## src/rtl/uart_tx_fifo.sv

```systemverilog
// rtl/uart_tx_fifo.sv - UART transmitter fed by a transmit FIFO; parity bit enabled by UART_TX_PARITY_EN
module uart_tx_fifo #(
  parameter int CLK_HZ     = 50000000,
  parameter int BAUD       = 115200,
  parameter int DATA_BITS  = 8,
  parameter int STOP_BITS  = 1,
  parameter int FIFO_DEPTH = 16
) (
  input  logic                          user_clock,
  input  logic                          rst,
  input  logic                          send_trigger,
  input  logic [DATA_BITS-1:0]          send_data,
  input  logic                          parity_odd,
  input  logic                          overflow_clr,
  output logic                          usb_rs232_txd,
  output logic                          busy,
  output logic                          fifo_full,
  output logic                          fifo_empty,
  output logic [$clog2(FIFO_DEPTH):0]   fifo_count,
  output logic                          overflow,
  output logic                          gpio_led1
);

  localparam int DIV = CLK_HZ / BAUD;
  localparam int CW  = (DIV > 1) ? $clog2(DIV) : 1;
  localparam int AW  = $clog2(FIFO_DEPTH);
  localparam logic [CW-1:0] BAUD_LAST = CW'(DIV - 1);
  localparam logic [3:0]    DATA_LAST = 4'(DATA_BITS - 1);
  localparam logic          STOP_LAST = 1'(STOP_BITS - 1);

`ifdef UART_TX_PARITY_EN
  typedef enum logic [2:0] {IDLE, START, DATA, PARITY, STOP} state_t;
`else
  typedef enum logic [2:0] {IDLE, START, DATA, STOP} state_t;
`endif

  state_t state, state_nxt;

  logic                 trig_q;
  logic                 push, pop, accept;
  logic [DATA_BITS-1:0] mem [FIFO_DEPTH];
  logic [AW-1:0]        wr_ptr, rd_ptr;
  logic [AW:0]          count;
  logic                 ovf_q;

  logic [CW-1:0]        baud_cnt;
  logic                 baud_done;
  logic [3:0]           bit_idx;
  logic                 stop_idx;
  logic [DATA_BITS-1:0] shreg;
  logic                 frame_done;
  logic                 txd_nxt;
  logic                 txd_q, busy_q, led_q;

`ifdef UART_TX_PARITY_EN
  logic                 par_q;
`else
  logic                 unused_parity;
  assign unused_parity = parity_odd;
`endif

  assign push       = send_trigger & ~trig_q;
  assign fifo_full  = (count == (AW+1)'(FIFO_DEPTH));
  assign fifo_empty = (count == '0);
  // A pop in the same cycle frees a slot, so a push onto a full queue still lands.
  assign accept     = push & (~fifo_full | pop);
  assign baud_done  = (baud_cnt == BAUD_LAST);

  assign usb_rs232_txd = txd_q;
  assign busy          = busy_q;
  assign fifo_count    = count;
  assign overflow      = ovf_q;
  assign gpio_led1     = led_q;

  always_ff @(posedge user_clock or negedge rst) begin
    if (!rst) state <= IDLE;
    else      state <= state_nxt;
  end

  always_comb begin
    state_nxt  = state;
    pop        = 1'b0;
    frame_done = 1'b0;
    txd_nxt    = 1'b1;
    case (state)
      IDLE: begin
        if (!fifo_empty) begin
          pop       = 1'b1;
          state_nxt = START;
        end
      end
      START: begin
        txd_nxt = 1'b0;
        if (baud_done) state_nxt = DATA;
      end
      DATA: begin
        txd_nxt = shreg[0];
        if (baud_done && bit_idx == DATA_LAST) begin
`ifdef UART_TX_PARITY_EN
          state_nxt = PARITY;
`else
          state_nxt = STOP;
`endif
        end
      end
`ifdef UART_TX_PARITY_EN
      PARITY: begin
        txd_nxt = par_q;
        if (baud_done) state_nxt = STOP;
      end
`endif
      STOP: begin
        txd_nxt = 1'b1;
        if (baud_done && stop_idx == STOP_LAST) begin
          frame_done = 1'b1;
          // Chain straight into the next start bit when more data is waiting.
          if (!fifo_empty) begin
            pop       = 1'b1;
            state_nxt = START;
          end else begin
            state_nxt = IDLE;
          end
        end
      end
      default: state_nxt = IDLE;
    endcase
  end

  always_ff @(posedge user_clock or negedge rst) begin
    if (!rst) begin
      trig_q <= 1'b0;
      wr_ptr <= '0;
      rd_ptr <= '0;
      count  <= '0;
      ovf_q  <= 1'b0;
    end else begin
      trig_q <= send_trigger;
      if (accept) wr_ptr <= wr_ptr + AW'(1);
      if (pop)    rd_ptr <= rd_ptr + AW'(1);
      if (accept && !pop)      count <= count + (AW+1)'(1);
      else if (pop && !accept) count <= count - (AW+1)'(1);
      if (push && !accept)   ovf_q <= 1'b1;
      else if (overflow_clr) ovf_q <= 1'b0;
    end
  end

  always_ff @(posedge user_clock) begin
    if (accept) mem[wr_ptr] <= send_data;
  end

  always_ff @(posedge user_clock or negedge rst) begin
    if (!rst) begin
      baud_cnt <= '0;
      bit_idx  <= '0;
      stop_idx <= 1'b0;
      shreg    <= '0;
      txd_q    <= 1'b1;
      busy_q   <= 1'b0;
      led_q    <= 1'b0;
    end else begin
      if (state == IDLE || baud_done) baud_cnt <= '0;
      else                            baud_cnt <= baud_cnt + CW'(1);

      if (state != DATA)  bit_idx <= '0;
      else if (baud_done) bit_idx <= bit_idx + 4'd1;

      if (state != STOP)  stop_idx <= 1'b0;
      else if (baud_done) stop_idx <= ~stop_idx;

      if (pop)                            shreg <= mem[rd_ptr];
      else if (state == DATA && baud_done) shreg <= shreg >> 1;

      // Line and busy are registered together so busy frames exactly the bits on txd.
      txd_q  <= txd_nxt;
      busy_q <= (state != IDLE);
      led_q  <= led_q ^ frame_done;
    end
  end

`ifdef UART_TX_PARITY_EN
  always_ff @(posedge user_clock or negedge rst) begin
    if (!rst)     par_q <= 1'b0;
    else if (pop) par_q <= (^mem[rd_ptr]) ^ parity_odd;
  end
`endif

endmodule

```

## config.mk

```make
export PLATFORM = sky130hd
export DESIGN_NAME = uart_tx_fifo
export DESIGN_NICKNAME = d
export VERILOG_FILES = /design/src/rtl/uart_tx_fifo.sv
export SDC_FILE = /design/constraint.sdc
export NUM_CORES = 1
export LEC_CHECK = 0
export BUFFER_PORTS_ARGS = -buffer_cell sky130_fd_sc_hd__buf_4
export CAP_MARGIN = 25
export CORE_MARGIN = 4
export CORE_UTILIZATION = 61
export DETAILED_ROUTE_END_ITERATION = 10
export PLACE_DENSITY = 0.79
export SLEW_MARGIN = 20
export SYNTH_ARGS = -nofsm -noshare
export SYNTH_HDL_FRONTEND = slang
export SYNTH_SLANG_ARGS = --single-unit
```

## constraint.sdc

```tcl
create_clock -name user_clock -period 3.7 [get_ports user_clock]
set_input_delay 0.74 -clock user_clock [delete_from_list [all_inputs] [get_ports user_clock]]
set_output_delay 0.74 -clock user_clock [all_outputs]
set_load 0.1 [all_outputs]
```

==> flow_summary.json <==
{
  "status": "completed",
  "placedCellCount": 561,
  "hold_ws_ns": 0.2908,
  "drv_slew": 0,
  "rows": 39,
  "drtPass1Iterations": 5,
  "synth_area_per_cell_sq_um": 17.39,
  "synth_nets": 440,
  "areaGrowthSynthToFinish_pct": 10.93,
  "cts_root_buf": "clkbuf_16",
  "swShare": 0.2869,
  "grt_pass1_wl_microns": 21160,
  "totalPowerFinal_mw": 4.663,
  "skew_ns": 0.007279,
  "cts.repair.resized": 0,
  "synth_edf_count": 128,
  "seq_area_frac_synth": 0.6867,
  "tightestPinTransition_ns": 0.6362,
  "cpMostUsedCell": "xnor2_1",
  "dieHeight_microns": 116.1,
  "final_area_sq_um": 7909,
  "p_switching_mw": 1.338,
  "path_class": "flop to flop",
  "synth.distinct_cells": 49,
  "coreArea_sq_um": 11420,
  "antenna_found_initial": 0,
  "routedWlPerCell_microns": 22.38,
  "critical_path.max_stage_delay_ns": 0.66,
  "drc": 0,
  "clk_pin_slew_ns": 0.06,
  "critPathMaxFanout": 5,
  "crit_chain": "or4b_1 -> nor4_4 -> o31a_2 -> ha_1 -> inv_1 -> fa_1 -> a21o_1 -> a21oi_1 -> xnor2_1 -> nor2_1 -> xnor2_1",
  "ys_top_cells_by_area": "edfxtp_1 54%, dfrtp_1 14%, mux4_2 10%",
  "grt_remaining_overflow": 0,
  "layout.nets": 467,
  "maxCapViolCount": 0,
  "grt_pass1_vias": 3819,
  "yosys.area.top_type": "edfxtp_1",
  "place_area_sq_um": 7356,
  "ys_warn_count": 0,
  "setup_slack_ns": 0.4902,
  "vias": 3705,
  "pre_cts_slack_ns": 0.5273,
  "synthesis.area_sq_um": 7129,
  "power_density_nw_per_um2": 589.6,
  "postRouteAntennaNets": 0,
  "slowest_stage": "or4b_1",
  "synth-seq-cells": 170,
  "via_per_inst": 6.248,
  "hpwl_microns": 8288,
  "max_freq_mhz": 311.5,
  "fin_crit_sh": 0.8675,
  "tritoncts": "built",
  "cts.path.max_buffers": 2,
  "crit_arrival_ns": 3.52,
  "setup_violations": 0,
  "io_pins": 24,
  "cts_buffers": 17,
  "design.die.area_sq_um": 13480,
  "start_util": 0.6244,
  "critPathLaunchType": "flop",
  "hold_buffers": 0,
  "htreeDepth": 4,
  "p_seq_frac": 0.486,
  "synth.most_common_cell": "edfxtp_1",
  "tns_ns": 0,
  "nFillCells": 731,
  "antenna_cells": 0,
  "relSlewSlack": 0.5720,
  "combPwrFrac": 0.159,
  "place.gp.congestion": 0.7764,
  "clock_sinks": 170,
  "synthTopCellsByCount": "128 x edfxtp_1, 41 x dfrtp_1, 32 x mux4_2",
  "rsz0062_at_grt": "false",
  "leakage_nw": 2.886,
  "clock_power_share": 0.355,
  "drive_above_1_share": 0.2444,
  "final_cells": 593,
  "finalCriticalPeriod_ns": 3.210,
  "die-width_microns": 116.1,
  "final_util": 0.6926,
  "wirelength_microns": 13270,
  "syn_inst": 410,
  "synth_ff_type": "edfxtp_1",
  "synth_top_area_frac": 0.5391,
  "async_reset_ff_frac": 0.2471,
  "grt_max_degree": 43,
  "post-cts-setup-buffer-count": 0,
  "hold_class": "input pin to asynchronous set/reset pin",
  "portBuffers": 22,
  "grtUsageTotal": 0.2202,
  "ir_drop_v": 0.0005400,
  "worstPathRequired_ns": 4.01,
  "clock_latency_ns": 0.43,
  "hold_violations": 0,
  "drt_iter0_drc": 381,
  "p_int_mw": 3.325,
  "cp-end-kind": "flop"
}
layer usage:
layer | track usage | vias to the layer above | routed length, microns
met3 | 0.05026 | 31 | 662
met2 | 0.3376 | 120 | 6701
met5 | 0 | - | 0
li1 | - | 1652 | -
met4 | 0.1090 | 0 | 403
met1 | 0.3034 | 1902 | 5502
final cells by class:
type                       count  area (sq um)  area share
clock buffer                  18         429.2     0.05426
clock inverter                14         123.9     0.01566
inverter                      13         48.80    0.006170
multi-input combinational    209          2036      0.2574
sequential                   170          4897      0.6192
tap                          143         178.9     0.02262
timing repair buffer          26         195.2     0.02468
power by group through the flow:
| stage | clock, mW | combinational [mW] | sequential (mW) |
|---|---|---|---|
| after floorplan | 0 | 0.325 | 2.50 |
| after global placement | 0 | 0.717 | 2.29 |
| after detailed placement | 0 | 0.745 | 2.30 |
| after CTS | 1.68 | 0.752 | 2.27 |
| after global routing | 1.76 | 0.790 | 2.28 |
| final | 1.66 | 0.743 | 2.26 |
cells by family after synthesis:
group / share of synthesized area
xor gates and xnor gates: 0.02685
AOI/OAI and AO/OA: 0.04142
buffers and inverters: 0.02773
adders and majority gates: 0.03089
DFF: 0.6867
muxes: 0.1214
and+or+nand+nor: 0.06494
placed cells by master, fill, tap and decap left out, drive strengths merged, types with 2 or more instances in the layout:
master and n:
nor4 2, nand3 3, inv 15, xor2 7, clkinv 8, a21o 3, mux4 32, ha 16
edfxtp 128, nor2 14, nor2b 5, and3 24, a22oi 14, clkinvlp 3, nand2 15, xnor2 14
nor3 2, dfrtp 41, clkbuf 18, a21oi 13, and2 6, buf 26, mux2 4, or3 2
o21ai 8, mux2i 10, nand4 4, o22ai 2
final timing paths:
check / startpoint / to / slack, ns / cells past startpoint
setup / recovery: baud_cnt[3]$_DFF_PN0_ / fifo_count[4]$_DFFE_PN0P_ / 0.49 / 11
hold / removal: rst / baud_cnt[8]$_DFF_PN0_ / 0.29 / 1
setup reg to reg: baud_cnt[3]$_DFF_PN0_ / fifo_count[4]$_DFFE_PN0P_ / 0.49 / 11
hold reg to reg: shreg[0]$_DFFE_PN0P_ / usb_rs232_txd$_DFF_PN1_ / 0.49 / 2
max in group asynchronous: rst / rd_ptr[1]$_DFFE_PN0N_ / 3.02 / 1
min in group user_clock: send_trigger / trig_q$_DFF_PN0_ / 0.43 / 1
flip-flops by register name, summed over array words and instances (netlist names):
| register | flops |
|---|---|
| usb_rs232_txd | 1 |
| busy | 1 |
| bit_idx | 4 |
| baud_cnt | 9 |
| fifo_count | 5 |
| shreg | 8 |
| overflow | 1 |
| stop_idx | 1 |
| mem | 128 |
| wr_ptr | 4 |
| gpio_led1 | 1 |
| rd_ptr | 4 |
| state | 2 |
| trig_q | 1 |
critical path: cells and delay by family (launching register included):
kind | cells | cell delay [ns]
AOI/OAI and AO/OA | 3 | 0.60
xor gates and xnor gates | 2 | 0.25
adders and majority gates | 2 | 0.59
buffers and inverters | 1 | 0.11
DFF | 1 | 0.43
and+or+nand+nor | 3 | 1.11
No activity file was read; power rests on OpenSTA's default activity.
